[src/rtl/stage_load_sequencer.sv]
// Stage load sequencer: turns phase-code entries into one-shot
// pipeline register load pulses and tracks occupancy/retirement.
module stage_load_sequencer (
  input  logic        clk,
  input  logic        rst,
  input  logic [1:0]  stage,
  input  logic        issue,
  input  logic        stall,
  input  logic        flush,
  output logic        ld_if_id,
  output logic        ld_id_ex,
  output logic        ld_ex_wb,
  output logic [2:0]  valid,
  output logic [15:0] retired_cnt,
  output logic        stage_err
);

  localparam logic [1:0] PH_IF_ID = 2'd0;
  localparam logic [1:0] PH_ID_EX = 2'd1;
  localparam logic [1:0] PH_EX_WB = 2'd2;
  localparam logic [1:0] PH_ILL   = 2'd3;

  logic [1:0]  stage_q, stage_d;
  logic        pend_v_q, pend_v_d;
  logic [1:0]  pend_c_q, pend_c_d;
  logic [2:0]  ld_q, ld_d;
  logic [2:0]  valid_q, valid_d;
  logic [15:0] ret_q, ret_d;
  logic        err_q, err_d;

  logic        legal;
  logic        entry;
  logic        cand_v;
  logic [1:0]  cand_c;
  logic        fire;

  // A fresh entry always supersedes whatever was still pending.
  always_comb begin
    legal  = (stage != PH_ILL);
    entry  = legal && (stage != stage_q);
    cand_v = entry || pend_v_q;
    cand_c = entry ? stage : pend_c_q;
    fire   = cand_v && !stall && !flush
             && (cand_c == stage);
  end

  always_comb begin
    stage_d  = legal ? stage : stage_q;
    err_d    = err_q || !legal;
    pend_v_d = cand_v && stall && !flush;
    pend_c_d = pend_v_d ? cand_c : pend_c_q;
  end

  always_comb begin
    ld_d    = 3'b000;
    valid_d = valid_q;
    ret_d   = ret_q;
    if (flush) begin
      valid_d = 3'b000;
    end else if (fire) begin
      unique case (1'b1)
        cand_c == PH_IF_ID: begin
          ld_d       = 3'b001;
          valid_d[0] = issue;
        end
        cand_c == PH_ID_EX: begin
          ld_d       = 3'b010;
          valid_d[1] = valid_q[0];
        end
        cand_c == PH_EX_WB: begin
          ld_d       = 3'b100;
          valid_d[2] = valid_q[1];
          if (valid_q[1]) ret_d = ret_q + 16'd1;
        end
        default: ld_d = 3'b000;
      endcase
    end
  end

  always_ff @(posedge clk or negedge rst) begin
    if (!rst) begin
      stage_q  <= PH_ILL;
      pend_v_q <= 1'b0;
      pend_c_q <= PH_IF_ID;
      ld_q     <= 3'b000;
      valid_q  <= 3'b000;
      ret_q    <= 16'd0;
      err_q    <= 1'b0;
    end else begin
      stage_q  <= stage_d;
      pend_v_q <= pend_v_d;
      pend_c_q <= pend_c_d;
      ld_q     <= ld_d;
      valid_q  <= valid_d;
      ret_q    <= ret_d;
      err_q    <= err_d;
    end
  end

  assign ld_if_id    = ld_q[0];
  assign ld_id_ex    = ld_q[1];
  assign ld_ex_wb    = ld_q[2];
  assign valid       = valid_q;
  assign retired_cnt = ret_q;
  assign stage_err   = err_q;

endmodule

[config.mk]
export PLATFORM = sky130hd
export DESIGN_NAME = stage_load_sequencer
export DESIGN_NICKNAME = d
export VERILOG_FILES = /design/src/rtl/stage_load_sequencer.sv
export SDC_FILE = /design/constraint.sdc
export NUM_CORES = 1
export LEC_CHECK = 0
export BUFFER_PORTS_ARGS = -buffer_cell sky130_fd_sc_hd__buf_2
export CAP_MARGIN = 20
export CORE_UTILIZATION = 54
export DETAILED_ROUTE_END_ITERATION = 8
export PLACE_DENSITY_LB_ADDON = 0.15
export SLEW_MARGIN = 10
export SYNTH_ARGS = -nofsm -noshare
export SYNTH_HDL_FRONTEND = slang
export SYNTH_SLANG_ARGS = --single-unit
[constraint.sdc]
create_clock -name clk -period 2.2 [get_ports clk]
set_input_delay 0.66 -clock clk [delete_from_list [all_inputs] [get_ports clk]]
set_output_delay 0.66 -clock clk [all_outputs]
set_load 0.1 [all_outputs]
# After elaboration in Yosys (flattened, before gate mapping)
# Index checks and enable logic that the tools add are counted.
dict set report op_classes {
  addsub 1
  n_shift 0
  order_cmp 0
  n_reduce_logical 20
  muxes 9
  div 0
  multipliers 0
  n_eq_ne 5
  bitwise_logic 1
}
# op n
set ops {}
lappend ops {{$add 16x1->16 const B} 1}
lappend ops {{$mux 3} 4}
lappend ops {{$pmux 3 s3} 1}
lappend ops {{$reduce_bool 2->1} 4}
lappend ops {{$logic_and 1x1->1} 6}
lappend ops {{$reduce_and 2->1} 3}
lappend ops {{$reduce_and 4->1} 1}
lappend ops {{$logic_not 1->1} 3}
lappend ops {{$mux 1} 3}
lappend ops {{$eq 2x1->1 const B} 1}
lappend ops {{$eq 2x2->1} 1}
lappend ops {{$eq 2x2->1 const B} 1}
lappend ops {{$logic_not 2->1} 1}
lappend ops {{$logic_or 1x1->1} 2}
lappend ops {{$mux 2} 1}
lappend ops {{$ne 2x2->1} 1}
lappend ops {{$ne 2x2->1 const B} 1}
lappend ops {{$not 1->1} 1}
dict set report word_totals {
  elab_cells 45
  inputBits 7
  regBits 28
  ram_bits 0
  rom_bits 0
  memories 0
  latchBits 0
}

# Longest topological paths before layout
dict set report logic_depth {
  word_depth 8
  depth_mapped 8
  depth_no_buf 6
}

# Worst setup path before layout
# OpenSTA, ideal clock, no wires.
dict set report synth_timing {
  kind {reg2reg}
  start {register ret_q[2], in the netlist retired_cnt[2]}
  end {register ret_q[15], in the netlist retired_cnt[15]}
  synth_period_minus_slack_ns 2.468
  stages_incl_launch_ff 6
  arrival_ns 2.307
  required_ns 2.039
  setup_slack_ns -0.268
  setup_ns 0.161
  cell_sequence {dfrtp_1 nand3_1 or3_4 or4_1 nor3_1 xor2_1}
}
dict set report synth_via {
  elab_chain_len 1
}
# element line_no
set synth_rtl {}
lappend synth_rtl {{start: declaration} 28} ;# logic [15:0] ret_q, ret_d;
lappend synth_rtl {{start signal: assignment} 95} ;# ret_q <= ret_d;
lappend synth_rtl {{$add 16x1->16} 73} ;# if (valid_q[1]) ret_d = ret_q + 16'd1;
# Every way passes these cells.
# A chain may end at the register's enable or synchronous reset.

# Final worst setup path
dict set report layout_timing {
  start {register stage_q[0]}
  end {register ret_q[1], in the netlist retired_cnt[1]}
}
dict set report layout_via {
  elab_chain_len 7
}
# element line_no
set layout_rtl {}
lappend layout_rtl {{start: declaration} 23} ;# logic [1:0] stage_q, stage_d;
lappend layout_rtl {{start signal: assignment} 90} ;# stage_q <= stage_d;
lappend layout_rtl {{$ne 2x2->1 *} 40} ;# entry = legal && (stage != stage_q);
lappend layout_rtl {{$logic_and 1x1->1 *} 40}
lappend layout_rtl {{branches (longest 4 deep; another with $mux 2)} -}
lappend layout_rtl {{$reduce_and 4->1 (no line) *} -}
# Every way passes the cells marked *.

==> qor.yml <==
via_per_inst: 5.93
dieHeight_um: 55.7
grtUsageTotal: 0.222
cts-root-buf: "clkbuf_4"
dpl.hpwl_um: 2380
dieArea_um2: 3100
hold_class: "input pin to asynchronous set/reset pin"
fin_crit_sh: 0.929
first_iter_violations: 58
worstMarginPinSlew_ns: 0.606
netlist_area_um2: 1560
fin_crit_ns: 2.04
clock-skew-final_ns: 0.00437
tritoncts: "built"
cts_buffer_depth: 2
report.final.slew_viol_count: 0
port_buffers: 29
nets: 205
setup_viol: 0
yosys.area.top_type: "dfrtp_1"
leakagePower_nw: 0.914
clk_pin_slew_ns: 0.15
first_pass_iters: 4
cts_made_buffers: 3
gp_congestion: 0.829
cts_hold_buffers: 0
crit_type: "register to register"
grt_pass1_vias: 1236
syn_nets: 167
ant_nets: 0
synth-seq-cells: 28
antenna_found_initial: 0
synth_area_leaders: "dfrtp_1, xor2_1, dfstp_2"
fp.dieW_um: 55.7
rrSetupSlack_ns: 0.16
synth_cells: 159
cap_violations: 0
synth_top_area_frac: 0.418
drive_gt1_frac: 0.378
n_antenna_cell: 0
syn_to_final_growth_pct: 19.0
slew_headroom: 0.596
worstSetupEndpointType: "register"
final_hold_viol_count: 0
critPathRequiredTime_ns: 2.42
core-area_um2: 2730
grt_start_max_net_pins: 29
rsz0062_at_grt: "false"
yosys.cell_count.top_type: "dfrtp_1"
power.density_nw_per_um2: 531
rows: 19
synth_cell_types: 48
ys_warn_count: 0
yosys-top-cells-count: "dfrtp_1, xor2_1, nand2_1"
fin_util: 0.677
cts.sinks: 28
wl_per_cell_um: 14.3
run_status: "finished, final reports clean"
grt_pass1_wl_um: 5580
h-tree-depth: 1
cp-start-kind: "register"
peakVddDrop_mv: 0.433
ys_seq_area_frac: 0.452
synthArstFlopShare: 1.00
crit_arrival_ns: 2.26
drc: 0
postSynthAreaPerCell_um2: 9.79
crit_path_max_fanout: 13
grt_overflow: 0
clkLatencyLatePin_ns: 0.32
max_freq_mhz: 489
synth-edff-count: 0
tns_ns: 0
io_pins: 30
synthFlopType: "dfrtp_1"
detail_route.wirelength_um: 3260
initial_core_util: 0.569
vias: 1346
[logic make-up (layout without fill, tap and decap cells)]
family	after synthesis	count (layout)	synth area share
AND/OR/NAND/NOR	70	70	0.272
XOR/XNOR	16	16	0.0900
buffers and inverters	17	54	0.0555
adder cells (fa/ha/maj)	1	1	0.00804
AO/OA/AOI/OAI	24	24	0.100
multiplexers	3	3	0.0225
flip-flops	28	28	0.452
[path summary, 6_finish.rpt]
kind / cells past startpoint / from / end
setup / recovery: 6 / stage_q[0] / retired_cnt[1]
hold / removal: 1 / rst / retired_cnt[15]
setup reg to reg: 6 / stage_q[0] / retired_cnt[1]
hold reg to reg: 1 / retired_cnt[15] / retired_cnt[15]
max in group asynchronous: 1 / rst / retired_cnt[2]
min in group clk: 1 / retired_cnt[15] / retired_cnt[15]
[state kept, by name, indices dropped and copies added (netlist names)]
name         flops
ld_q             3
pend_c_q         2
pend_v_q         1
retired_cnt     16
stage_err        1
stage_q          2
valid            3
[worst max-delay path, cell delays in order, from the launching register on]
cell and delay (ns):
dfstp_2 0.68, nor2_2 0.05, o2111ai_1 0.20, and3_2 0.23
nand3_4 0.08, or3b_4 0.40, mux2_4 0.30
[through the flow]
step / total power, mW / std cells / instance area (um^2) / hold WS [ns] / setup slack (ns)
2_1_floorplan: 0.684 / 159 / 1570 / 0.364 / 0.0368
3_3_place_gp: 0.738 / 223 / 1790 / 0.439 / -0.0563
3_5_place_dp: 0.744 / 223 / 1790 / 0.450 / -0.0951
4_1_cts: 0.995 / 227 / 1830 / 0.336 / 0.119
5_1_grt: 1.04 / 227 / 1850 / 0.366 / 0.0378
6_report: 0.984 / 227 / 1850 / 0.320 / 0.156
[layout by cell type, fill, tap and decap left out, types with 3 or more instances in the layout]
cell type  instances
clkbuf_4           3
buf_2             29
dfrtp_1           16
nor3_1             6
dfrtp_2           10
nand4_1            5
nor4_2             4
or4_1              3
nand2_1           12
buf_4             12
o21ai_0            8
nand3_1            9
nor2_1             7
xor2_1            14
a21oi_1            4
inv_1              8
[area by class of cell]
class,instances,area [um^2]
inverters,9,33.8
repair buffers,41,235
multi-input cells,114,792
clock buffers,4,36.3
well taps,31,38.8
flip-flops and latches,28,716
fillers,203,882
[where the power goes]
part	internal, mW	total (mW)	leakage [nW]	switching, mW
clock network	0.101	0.246	0.0210	0.145
registers	0.531	0.553	0.353	0.0217
logic	0.0624	0.185	0.540	0.122
[repair_timing]
item / 4_1_cts / 5_1_grt
gates resized for setup: 0 / 4
buffers inserted: 0 / 0
setup endpoints to repair: 0 / 3
[per-layer routing]
layer  GRT usage  wire (um)  share of wire  vias to the layer above
li1            -          -              -                      638
met1       0.305       1500           0.46                      657
met2       0.372       1560           0.48                       47
met3      0.0209        151          0.046                        4
met4      0.0714         43          0.013                        0
met5           0          0              0                        -
No activity file was read; power rests on OpenSTA's default activity.
